**src/rtl/uart_tx_periph.sv**
```systemverilog
// uart_tx_periph: memory-mapped 8N1 UART transmitter with a small transmit FIFO.
// Register window (16 bytes at BASE): 0 TXDATA (write-only push), 1 STATUS,
// 2 DIV (clocks per bit), 3 reserved.
module uart_tx_periph #(
  parameter logic [31:0] BASE        = 32'h2000_0010,
  parameter int unsigned DEFAULT_DIV = 16,
  parameter int unsigned FIFO_DEPTH  = 4
) (
  input  logic        clk,
  input  logic        rst_n,
  input  logic [31:0] data_addr,
  input  logic [31:0] data_wr,
  input  logic [3:0]  data_wr_en,
  output logic [31:0] data_rd,
  output logic        tx,
  output logic        irq
);

  localparam int unsigned      PTR_W    = $clog2(FIFO_DEPTH);
  localparam int unsigned      CNT_W    = $clog2(FIFO_DEPTH + 1);
  localparam logic [CNT_W-1:0] CNT_FULL = CNT_W'(FIFO_DEPTH);
  localparam logic [15:0]      DIV_RST  = 16'(DEFAULT_DIV);

  typedef enum logic [1:0] {S_IDLE, S_START, S_DATA, S_STOP} state_t;

  state_t           state_q, state_d;
  logic             tx_q, tx_d;
  logic [7:0]       shift_q, shift_d;
  logic [2:0]       bit_idx_q, bit_idx_d;
  logic [15:0]      clk_cnt_q, clk_cnt_d;
  logic [15:0]      div_eff_q, div_eff_d;
  logic [15:0]      div_q, div_d;
  logic             ovf_q, ovf_d;
  logic [PTR_W-1:0] wr_ptr_q, wr_ptr_d;
  logic [PTR_W-1:0] rd_ptr_q, rd_ptr_d;
  logic [CNT_W-1:0] count_q, count_d;
  logic [7:0]       mem_q [FIFO_DEPTH];

  logic       sel;
  logic [1:0] offset;
  logic       wr_txdata, wr_status, wr_div;
  logic       full, pop, push, busy, bit_done;
  logic [2:0] cnt3;
  logic       unused_bits;

  assign sel       = (data_addr[31:4] == BASE[31:4]);
  assign offset    = data_addr[3:2];
  assign wr_txdata = sel && (offset == 2'd0) && data_wr_en[0];
  assign wr_status = sel && (offset == 2'd1) && data_wr_en[0];
  assign wr_div    = sel && (offset == 2'd2) && (data_wr_en[1:0] == 2'b11);

  // A pop frees a slot in the same cycle, so a push into a full FIFO still lands.
  assign full     = (count_q == CNT_FULL);
  assign pop      = (state_q == S_IDLE) && (count_q != '0);
  assign push     = wr_txdata && (!full || pop);
  assign busy     = (state_q != S_IDLE);
  assign bit_done = (clk_cnt_q == div_eff_q - 16'd1);
  assign cnt3     = 3'(count_q);

  assign tx  = tx_q;
  assign irq = (count_q == '0) && (state_q == S_IDLE);

  assign unused_bits = ^{data_addr[1:0], data_wr_en[3:2], data_wr[31:16]};

  // FIFO pointer and occupancy update
  always_comb begin
    wr_ptr_d = wr_ptr_q;
    rd_ptr_d = rd_ptr_q;
    count_d  = count_q;
    if (push) wr_ptr_d = wr_ptr_q + 1'b1;
    if (pop)  rd_ptr_d = rd_ptr_q + 1'b1;
    if (push && !pop)      count_d = count_q + 1'b1;
    else if (pop && !push) count_d = count_q - 1'b1;
  end

  // Divisor register and sticky overflow flag
  always_comb begin
    div_d = div_q;
    ovf_d = ovf_q;
    if (wr_div) div_d = data_wr[15:0];
    if (wr_status && data_wr[5]) ovf_d = 1'b0;
    if (wr_txdata && full && !pop) ovf_d = 1'b1;
  end

  // Transmit FSM: next state, bit timing and the next serial level
  always_comb begin
    state_d   = state_q;
    tx_d      = tx_q;
    shift_d   = shift_q;
    bit_idx_d = bit_idx_q;
    clk_cnt_d = clk_cnt_q;
    div_eff_d = div_eff_q;
    case (state_q)
      S_IDLE: begin
        tx_d = 1'b1;
        if (pop) begin
          // The divisor is frozen here so DIV writes only affect later frames.
          shift_d   = mem_q[rd_ptr_q];
          div_eff_d = (div_q == '0) ? 16'd1 : div_q;
          clk_cnt_d = '0;
          bit_idx_d = '0;
          tx_d      = 1'b0;
          state_d   = S_START;
        end
      end
      S_START: begin
        if (bit_done) begin
          clk_cnt_d = '0;
          tx_d      = shift_q[0];
          shift_d   = {1'b0, shift_q[7:1]};
          state_d   = S_DATA;
        end else begin
          clk_cnt_d = clk_cnt_q + 16'd1;
        end
      end
      S_DATA: begin
        if (bit_done) begin
          clk_cnt_d = '0;
          if (bit_idx_q == 3'd7) begin
            tx_d    = 1'b1;
            state_d = S_STOP;
          end else begin
            bit_idx_d = bit_idx_q + 3'd1;
            tx_d      = shift_q[0];
            shift_d   = {1'b0, shift_q[7:1]};
          end
        end else begin
          clk_cnt_d = clk_cnt_q + 16'd1;
        end
      end
      S_STOP: begin
        if (bit_done) begin
          clk_cnt_d = '0;
          state_d   = S_IDLE;
        end else begin
          clk_cnt_d = clk_cnt_q + 16'd1;
        end
      end
      default: state_d = S_IDLE;
    endcase
  end

  // Register read mux; unselected and reserved locations read as zero
  always_comb begin
    data_rd = '0;
    if (sel) begin
      case (offset)
        2'd1:    data_rd = {26'b0, ovf_q, busy, cnt3, full};
        2'd2:    data_rd = {16'b0, div_q};
        default: data_rd = '0;
      endcase
    end
  end

  // State registers with synchronous active-low reset
  always_ff @(posedge clk) begin
    if (!rst_n) begin
      state_q   <= S_IDLE;
      tx_q      <= 1'b1;
      shift_q   <= '0;
      bit_idx_q <= '0;
      clk_cnt_q <= '0;
      div_eff_q <= 16'd1;
      div_q     <= DIV_RST;
      ovf_q     <= 1'b0;
      wr_ptr_q  <= '0;
      rd_ptr_q  <= '0;
      count_q   <= '0;
    end else begin
      state_q   <= state_d;
      tx_q      <= tx_d;
      shift_q   <= shift_d;
      bit_idx_q <= bit_idx_d;
      clk_cnt_q <= clk_cnt_d;
      div_eff_q <= div_eff_d;
      div_q     <= div_d;
      ovf_q     <= ovf_d;
      wr_ptr_q  <= wr_ptr_d;
      rd_ptr_q  <= rd_ptr_d;
      count_q   <= count_d;
    end
  end

  // FIFO storage; contents need no reset because the pointers define validity
  always_ff @(posedge clk) begin
    if (rst_n && push) mem_q[wr_ptr_q] <= data_wr[7:0];
  end

endmodule
```
**config.mk**
```make
export PLATFORM = sky130hd
export DESIGN_NAME = uart_tx_periph
export DESIGN_NICKNAME = d
export VERILOG_FILES = /design/src/rtl/uart_tx_periph.sv
export SDC_FILE = /design/constraint.sdc
export NUM_CORES = 1
export LEC_CHECK = 0
export BUFFER_PORTS_ARGS = -buffer_cell sky130_fd_sc_hd__buf_2
export CAP_MARGIN = 20
export CELL_PAD_IN_SITES_DETAIL_PLACEMENT = 1
export CELL_PAD_IN_SITES_GLOBAL_PLACEMENT = 2
export CORE_MARGIN = 4
export CORE_UTILIZATION = 27
export CTS_CLUSTER_DIAMETER = 50
export DETAILED_ROUTE_END_ITERATION = 10
export PLACE_DENSITY = 0.71
export SETUP_SLACK_MARGIN = 0.15
export SYNTH_ARGS = -nofsm -noshare
export SYNTH_HDL_FRONTEND = slang
export SYNTH_SLANG_ARGS = --single-unit
export TNS_END_PERCENT = 1
```
**constraint.sdc**
```tcl
create_clock -name clk -period 7.54 [get_ports clk]
set_input_delay 0.377 -clock clk [delete_from_list [all_inputs] [get_ports clk]]
set_output_delay 0.377 -clock clk [all_outputs]
set_load 0.05 [all_outputs]
```
==> impl_metrics.env, run 1 <==
export IMPL_placed_cell_area_sq_um=5950
export IMPL_synth_area_per_cell_sq_um=9.68
export IMPL_post_route_util_pct=31.7
export IMPL_critical_path_top_delay_family="simple AND/OR/NAND/NOR gates"
export IMPL_area_growth_pct=14.3
export IMPL_tightest_slew_ps=700
export IMPL_std_cell_rows=51
export IMPL_vias=4221
export IMPL_cts_tree="built"
export IMPL_gp_congestion=0.822
export IMPL_dr_pass1_iters=4
export IMPL_fmax_mhz=286
export IMPL_start_util_pct=27.7
export IMPL_grt_overflow=0
export IMPL_cts_resized=0
export IMPL_hold_violations=0
export IMPL_path_cells="inv_1 > ha_1 > nor2b_1 > or4b_2 > a32oi_1 > and4_1 > o2111a_1 > o21bai_2 > or3_1 > o2bb2ai_2"
export IMPL_crit_required_ps=7830
export IMPL_ctsHoldBuffers=0
export IMPL_netlist_instances=565
export IMPL_critPathMaxFanout=9
export IMPL_grt_pass1_vias=4555
export IMPL_yosys_area_share_xor_xnor_pct=4.32
export IMPL_cts_sinks=104
export IMPL_finClkSkew_ps=12.1
export IMPL_synth_top_family_by_area="simple AND/OR/NAND/NOR gates"
export IMPL_drtIter0Drc=157
export IMPL_synth_simple_gate_area_share_pct=21.0
export IMPL_rsz0062_at_grt="no"
export IMPL_tns_ps=0
export IMPL_clock_path_buffers=2
export IMPL_netlist_area_sq_um=5470
export IMPL_synth_compound_area_share_pct=15.2
export IMPL_slowest_delay_ps=650
export IMPL_endpoint_kind="register"
export IMPL_die_x_microns=150
export IMPL_nFillCells=2290
export IMPL_vias_per_cell=4.78
export IMPL_yosysUniqueCellTypes=66
export IMPL_die_area_sq_um=22600
export IMPL_ys_flop_type="dfxtp_1"
export IMPL_drive_gt1_share_pct=19.3
export IMPL_ant_nets=0
export IMPL_powerDensity_nw_per_um2=270
export IMPL_critical_path_buf_inv_count=1
export IMPL_crit_path_start_kind="register"
export IMPL_die_h_microns=150
export IMPL_setup_viol=0
export IMPL_cts_clk_slew_worst_paths_ps=80
export IMPL_muxShareOfSynthArea_pct=5.15
export IMPL_antenna_found_initial=0
export IMPL_clkLatencyLatePin_ps=370
export IMPL_synth_seq_cells=104
export IMPL_crit_slowest_cell="or4b_2"
export IMPL_finalPower_uw=1690
export IMPL_status="finished clean"
export IMPL_drc=0
export IMPL_vdd_ir_drop_worst_uv=126
export IMPL_min_period_over_period_pct=46.4
export IMPL_yosys_warnings=0
export IMPL_grt_pass1_wl_microns=23300
export IMPL_core_sq_um=19700
export IMPL_slew_headroom_pct=53.1
export IMPL_max_cap_violations=0
export IMPL_synth_edf_count=32
export IMPL_routed_wirelength_microns=14100
export IMPL_cts_root_buffer="clkbuf_16"
export IMPL_htreeDepth=3
export IMPL_hold_class="primary input to register"
export IMPL_yosys_area_share_adder_pct=4.48
export IMPL_async_flop_share_pct=0
export IMPL_antennaDiodeCount=0
export IMPL_ios=104
export IMPL_fin_area_sq_um=6250
export IMPL_track_usage_pct=13.0
export IMPL_numPortBuffers=67
export IMPL_min_period_ps=3500
export IMPL_dp_hpwl_microns=10500
export IMPL_drv_slew=0
export IMPL_post_cts_setup_buffer_count=0
export IMPL_cp_arrival_ps=3790
export IMPL_synth_yosys_seq_area_share_pct=43.9
export IMPL_power_leakage_uw=0.00235
export IMPL_cts_made_buffers=9
export IMPL_path_class="register to register"
export IMPL_wl_per_cell_microns=15.9
export IMPL_nNetsFinal=702
export IMPL_grt_max_degree=69
[where the power goes]
part / switching, uW / total (uW) / internal (uW)
clock network: 242 / 479 / 238
logic: 345 / 552 / 207
registers: 48.4 / 659 / 611
[synth_stat cells, types with 3 or more instances]
| cell | n | area (sq um) |
|---|---|---|
| and3_1 | 21 | 131 |
| nor3_1 | 10 | 50.1 |
| nor4b_1 | 4 | 35.0 |
| clkbuf_1 | 23 | 86.3 |
| a22o_1 | 8 | 70.1 |
| buf_1 | 4 | 15.0 |
| a21boi_0 | 35 | 263 |
| buf_4 | 16 | 120 |
| dfxtp_1 | 72 | 1440 |
| o31ai_1 | 3 | 22.5 |
| or2_2 | 5 | 31.3 |
| a21oi_1 | 4 | 20.0 |
| nor4_1 | 12 | 75.1 |
| nand3b_1 | 3 | 22.5 |
| nand3_1 | 15 | 75.1 |
| xor2_1 | 8 | 70.1 |
| o2bb2ai_2 | 7 | 105 |
| ha_1 | 18 | 225 |
| o21ai_0 | 11 | 55.1 |
| nand4b_1 | 4 | 35.0 |
| a31o_2 | 6 | 52.6 |
| mux2i_1 | 9 | 90.1 |
| mux4_2 | 8 | 180 |
| or4_1 | 5 | 37.5 |
| edfxtp_1 | 32 | 961 |
| inv_1 | 14 | 52.6 |
| a22oi_1 | 7 | 52.6 |
| nand4_1 | 3 | 18.8 |
| or3_1 | 7 | 43.8 |
| buf_6 | 3 | 33.8 |
| xnor2_1 | 19 | 166 |
| nand2_1 | 94 | 353 |
| and2_1 | 8 | 50.1 |
| nor2_1 | 29 | 109 |
[cell usage in the layout, fill, tap and decap left out, types with 7 or more instances in the layout]
cell type / netlist / layout
ha_1: 18 / 18
a22o_1: 8 / 8
conb_1: 1 / 16
mux4_2: 8 / 8
clkbuf_16: 0 / 9
a22oi_1: 7 / 7
nor3_1: 10 / 10
buf_2: 1 / 67
o2bb2ai_2: 7 / 7
and2_1: 8 / 8
or3_1: 7 / 7
nor4_1: 12 / 12
xnor2_1: 19 / 19
a21boi_0: 35 / 35
xor2_1: 8 / 8
nand2_1: 94 / 94
nand3_1: 15 / 15
nor2_1: 29 / 29
mux2i_1: 9 / 9
edfxtp_1: 32 / 32
inv_1: 14 / 14
dfxtp_1: 72 / 72
and3_1: 21 / 21
o21ai_0: 11 / 11
[final timing paths]
| check | depth (start not counted) | startpoint | slack, ps | end |
|---|---|---|---|---|
| setup / recovery | 10 | div_eff_q[0] | 4040 | shift_q[4] |
| hold / removal | 3 | data_wr[8] | 260 | div_q[8] |
| setup reg to reg | 10 | div_eff_q[0] | 4040 | shift_q[4] |
| hold reg to reg | 1 | shift_q[3] | 480 | shift_q[3] |
[layout make-up]
cell class,instances,area [sq um],share of cell area (%)
inverter,16,60.1,0.961
timing repair buffer,69,350,5.60
clock buffer,9,225,3.60
clock inverter,7,78.8,1.26
sequential,104,2400,38.4
tap,265,332,5.30
multi-input combinational,413,2800,44.8
[sequential cells by signal (all words and copies together), names as in the netlist, named ones only]
name	count
mem_q	32
clk_cnt_q	16
div_eff_q	16
div_q	16
shift_q	8
bit_idx_q	3
cnt3	3
rd_ptr_q	2
state_q	2
wr_ptr_q	2
ovf_q	1
tx	1
[metal layers]
layer | vias to the layer above | track usage, % | part of all wire, %
met1 | 2035 | 16.5 | 46
li1 | 2086 | - | -
met5 | - | 0 | 0
met4 | 0 | 5.72 | 1.9
met3 | 12 | 2.08 | 3.5
met2 | 88 | 21.9 | 48
[cell families after synthesis]
| logic type | count (synthesis) |
|---|---|
| compound gates | 103 |
| flops | 104 |
| other cells | 1 |
| fa+ha+maj | 19 |
| xor+xnor | 27 |
| simple gates | 230 |
| buf+inv | 63 |
| mux | 18 |
[worst reg2reg max path: stages, from the launching register on]
cell	delay, ps
dfxtp_1	490
inv_1	80
ha_1	240
nor2b_1	210
or4b_2	650
a32oi_1	240
and4_1	210
o2111a_1	460
o21bai_2	150
or3_1	500
o2bb2ai_2	190
[metrics by stage]
| stage | setup slack (ps) | std cells | hold slack, ps |
|---|---|---|---|
| after global placement | 4090 | 867 | 454 |
| after CTS | 3990 | 883 | 249 |
| final | 4040 | 883 | 261 |
| after global routing | 3720 | 883 | 262 |
| after floorplan | 4530 | 580 | 432 |
| after detailed placement | 4010 | 867 | 462 |
No activity file was read; power rests on OpenSTA's default activity.
==> run 2: changes to the inputs <==
--- a/config.mk
+++ b/config.mk
@@ -13,7 +13,7 @@
 export CORE_UTILIZATION = 27
 export CTS_CLUSTER_DIAMETER = 50
 export DETAILED_ROUTE_END_ITERATION = 10
-export PLACE_DENSITY = 0.71
+export PLACE_DENSITY = 0.74
 export SETUP_SLACK_MARGIN = 0.15
 export SYNTH_ARGS = -nofsm -noshare
 export SYNTH_HDL_FRONTEND = slang
==> constraint.sdc (replaced) <==
create_clock -name clk -period 3 [get_ports clk]
set_input_delay 0.15 -clock clk [delete_from_list [all_inputs] [get_ports clk]]
set_output_delay 0.15 -clock clk [all_outputs]
set_load 0.05 [all_outputs]
==> impl_metrics.env, run 2 (synthesis results as in run 1) <==
export IMPL_top_register="mem_q"
export IMPL_start_util_pct=27.7
export IMPL_hold_class="primary input to register"
export IMPL_die_area_sq_um=22600
export IMPL_grt_overflow=0
export IMPL_std_cell_rows=51
export IMPL_cts_root_buffer="clkbuf_16"
export IMPL_numPortBuffers=67
export IMPL_use_met2_pct=22.5
export IMPL_routed_wirelength_microns=14500
export IMPL_clkLatencyLatePin_ps=360
export IMPL_rsz0062_at_grt="yes"
export IMPL_cts_made_buffers=9
export IMPL_vias_per_cell=4.79
export IMPL_wl_per_cell_microns=16.0
export IMPL_fin_area_sq_um=6540
export IMPL_cp_arrival_ps=3080
export IMPL_vdd_ir_drop_worst_uv=337
export IMPL_drv_slew=0
export IMPL_cts_clk_slew_worst_paths_ps=80
export IMPL_largest_register_ffs=32
export IMPL_track_usage_pct=13.1
export IMPL_drtIter0Drc=199
export IMPL_layout_common_cells="nand2_1 (94), dfxtp_1 (68), buf_2 (67)"
export IMPL_final_common_cell="nand2_1"
export IMPL_whs_ps=27.6
export IMPL_slew_headroom_pct=54.3
export IMPL_path_class="register to register"
export IMPL_critPathMaxFanout=8
export IMPL_htreeDepth=3
export IMPL_cts_sinks=104
export IMPL_ant_nets=0
export IMPL_power_leakage_uw=0.00249
export IMPL_powerDensity_nw_per_um2=681
export IMPL_clock_path_buffers=2
export IMPL_grt_busiest_layer="met2"
export IMPL_core_sq_um=19700
export IMPL_hold_violations=0
export IMPL_tightest_slew_ps=684
export IMPL_cts_tree="built"
export IMPL_setup_viol=0
export IMPL_die_x_microns=150
export IMPL_grt_pass1_wl_microns=23600
export IMPL_drc=0
export IMPL_endpoint_kind="register"
export IMPL_grt_max_degree=36
export IMPL_finClkSkew_ps=10.1
export IMPL_vias=4343
export IMPL_area_growth_pct=19.5
export IMPL_use_met3_pct=2.44
export IMPL_grt_pass1_vias=4600
export IMPL_crit_required_ps=3250
export IMPL_gp_congestion=0.778
export IMPL_dp_hpwl_microns=11100
export IMPL_ios=104
export IMPL_tns_ps=0
export IMPL_dr_pass1_iters=4
export IMPL_ctsHoldBuffers=0
export IMPL_antenna_found_initial=0
export IMPL_placed_cell_area_sq_um=6120
export IMPL_min_period_ps=2830
export IMPL_crit_path_start_kind="register"
export IMPL_antennaDiodeCount=0
export IMPL_nNetsFinal=725
export IMPL_min_period_over_period_pct=94.5
export IMPL_status="finished clean"
export IMPL_fmax_mhz=353
export IMPL_post_route_util_pct=33.1
export IMPL_met1_usage_pct=16.8
export IMPL_max_cap_violations=0
export IMPL_drive_gt1_share_pct=25.0
export IMPL_die_h_microns=150
run 2: changes by cell type in the layout (fill, tap and decap cells not counted), sizes merged:
cell	before	now
inv	19	20
clkinv	4	3
buf	69	92
run 2: cell type report:
class | count | area (sq um)
inverters | 16 | 60.1
flip-flops and latches | 104 | 2410
multi-input cells | 413 | 2890
repair buffers | 92 | 531
clock buffers | 9 | 225
fillers | 2270 | 13200
clock inverters | 7 | 91.3
well taps | 265 | 332
run 2: what timing repair did:
| item | 4_1_cts | 5_1_grt |
|---|---|---|
| setup buffers | 0 | 1 |
| endpoints found under the setup margin | 22 | 28 |
| gates resized for setup | 14 | 7 |
| pin swaps | 4 | 3 |
run 2: per-layer routing:
layer  share of wire (%)  vias to the layer above
li1                    -                     2142
met1                  47                     2113
met2                  49                       78
met3                 3.5                       10
met4                 1.2                        0
met5                   0                        -
run 2: where the power goes:
group | internal (uW) | switching [uW] | total (uW)
Combinational | 659 | 920 | 1580
Sequential | 1540 | 115 | 1650
Clock | 610 | 613 | 1220
run 2: stage by stage:
stage,instances,setup WS (ps),total power (uW)
2_1_floorplan,580,173,2790
3_3_place_gp,889,39.2,3130
3_5_place_dp,889,-53.0,3200
4_1_cts,905,136,4490
5_1_grt,906,54.1,4720
6_report,906,166,4450
run 2: path summary, 6_finish.rpt:
check / cells past startpoint / to / slack (ps) / start
max: 10 / clk_cnt_q[11] / 170 / div_eff_q[5]
min: 1 / mem_q[3][1] / 30 / data_wr[1]
max reg2reg: 10 / clk_cnt_q[11] / 170 / div_eff_q[5]
min reg2reg: 1 / shift_q[0] / 480 / shift_q[0]
run 2: worst max-delay path, stage by stage, from the launching register on:
cell,delay (ps)
dfxtp_2,330
or4_4,550
or4_1,480
a32oi_1,160
and4_1,200
o2111a_1,220
buf_6,150
nor2_4,50
buf_6,140
a31o_2,230
a22o_1,220
==> run 3: changes to the inputs <==
--- a/config.mk
+++ b/config.mk
@@ -10,10 +10,10 @@
 export CELL_PAD_IN_SITES_DETAIL_PLACEMENT = 1
 export CELL_PAD_IN_SITES_GLOBAL_PLACEMENT = 2
 export CORE_MARGIN = 4
-export CORE_UTILIZATION = 27
+export CORE_UTILIZATION = 30
 export CTS_CLUSTER_DIAMETER = 50
 export DETAILED_ROUTE_END_ITERATION = 10
-export PLACE_DENSITY = 0.74
+export PLACE_DENSITY = 0.8
 export SETUP_SLACK_MARGIN = 0.15
 export SYNTH_ARGS = -nofsm -noshare
 export SYNTH_HDL_FRONTEND = slang
==> impl_metrics.env, run 3 (synthesis results as in run 1) <==
export IMPL_pre_cts_slack_ps=-1.44
export IMPL_vias=4363
export IMPL_setup_viol=0
export IMPL_die_h_microns=143
export IMPL_drc=0
export IMPL_htreeDepth=3
export IMPL_area_growth_pct=18.9
export IMPL_hp_start="data_wr[15]"
export IMPL_die_x_microns=143
export IMPL_grt_pass1_wl_microns=23700
export IMPL_tns_ps=0
export IMPL_layout_common_cells="nand2_1 (94), dfxtp_1 (69), buf_2 (68)"
export IMPL_clkLatencyLatePin_ps=360
export IMPL_fmax_mhz=356
export IMPL_drv_slew=0
export IMPL_reg2reg_from="div_eff_q[5]"
export IMPL_largest_register_ffs=32
export IMPL_core_sq_um=18000
export IMPL_cts_sinks=104
export IMPL_grt_pass1_vias=4676
export IMPL_hold_class="primary input to register"
export IMPL_worstHoldEndpoint="div_q[15]"
export IMPL_crit_path_start_kind="register"
export IMPL_ctsHoldBuffers=0
export IMPL_critPathMaxFanout=6
export IMPL_die_area_sq_um=20500
export IMPL_wl_per_cell_microns=16.4
export IMPL_min_period_ps=2810
export IMPL_vdd_ir_drop_worst_uv=282
export IMPL_cts_root_buffer="clkbuf_16"
export IMPL_crit_required_ps=3250
export IMPL_ios=104
export IMPL_grt_overflow=0
export IMPL_cts_tree="built"
export IMPL_vias_per_cell=5.01
export IMPL_r2r_slack_ps=190
export IMPL_whs_ps=36.7
export IMPL_finalPower_uw=4470
export IMPL_routed_wirelength_microns=14300
export IMPL_cp_arrival_ps=3060
export IMPL_start_util_pct=30.5
export IMPL_antenna_found_initial=0
export IMPL_powerDensity_nw_per_um2=688
export IMPL_setup_slack_ps=189
export IMPL_min_period_over_period_pct=93.7
export IMPL_rsz0062_at_grt="yes"
export IMPL_track_usage_pct=14.5
export IMPL_drtIter0Drc=196
export IMPL_clock_path_buffers=2
export IMPL_grt_max_degree=28
export IMPL_std_cell_rows=49
export IMPL_slew_headroom_pct=56.9
export IMPL_antennaDiodeCount=0
export IMPL_power_leakage_uw=0.00250
export IMPL_dp_hpwl_microns=10800
export IMPL_cts_made_buffers=9
export IMPL_whs_path_depth=3
export IMPL_drive_gt1_share_pct=24.8
export IMPL_dr_pass1_iters=4
export IMPL_gp_congestion=0.779
export IMPL_numPortBuffers=67
export IMPL_top_register="mem_q"
export IMPL_finClkSkew_ps=8.67
export IMPL_tightest_slew_ps=644
export IMPL_path_class="register to register"
export IMPL_rr_worst_depth=10
export IMPL_endpoint_kind="register"
export IMPL_final_common_cell="nand2_1"
export IMPL_hold_violations=0
export IMPL_nNetsFinal=726
export IMPL_cts_clk_slew_worst_paths_ps=80
export IMPL_ant_nets=0
export IMPL_max_cap_violations=0
export IMPL_regToRegEndpoint="clk_cnt_q[10]"
export IMPL_status="finished clean"
[run 3: routing by layer]
metal | track usage (%) | routed length, microns | vias up
li1 | - | - | 2141
met1 | 19.2 | 6700 | 2130
met2 | 23.9 | 6820 | 81
met3 | 3.15 | 528 | 11
met4 | 4.10 | 209 | 0
met5 | 0 | 0 | -
[run 3: worst max-delay path by stage]
stage	depth (start not counted)	slack (ps)	from	end
global placement	12	40	div_eff_q[0]	clk_cnt_q[12]
global route	12	80	div_eff_q[1]	clk_cnt_q[9]
CTS	12	130	div_eff_q[1]	clk_cnt_q[9]
finish	10	190	div_eff_q[5]	clk_cnt_q[10]
detailed placement	9	-1	div_eff_q[5]	shift_q[3]
floorplan	13	170	div_eff_q[0]	clk_cnt_q[12]
[run 3: layout make-up]
class	instances	area, sq um
Clock buffer	9	225
Clock inverter	7	93.8
Fill cell	2080	11500
Timing Repair Buffer	93	544
Inverter	16	60.1
Sequential cell	104	2410
Tap cell	229	287
Multi-Input combinational cell	413	2890
[run 3: stage by stage]
step	util, %	instance area [sq um]	instances
floorplan	-	5550	580
global placement	33.9	6080	852
detailed placement	33.9	6080	852
CTS	35.9	6450	871
global route	36.2	6500	871
finish	36.2	6500	871
[run 3: what timing repair did]
item / CTS / global route
cloned: 1 / 0
setup endpoints to repair: 16 / 29
resized for setup: 9 / 11
buffers inserted: 2 / 0
pin swaps: 4 / 1
[run 3: critical path, cell delays in order, from the launching register on]
cell      delay (ps)
dfxtp_1          320
or4_4            540
or4_4            490
a32oi_2          150
and4_1           190
o2111a_1         250
buf_12           140
nor2_4            40
buf_6            130
a31o_2           220
a22o_1           220
[run 3: power by group]
part	internal [uW]	switching, uW
Sequential	1540	114
Combinational	673	922
Clock	608	620
Total	2820	1660
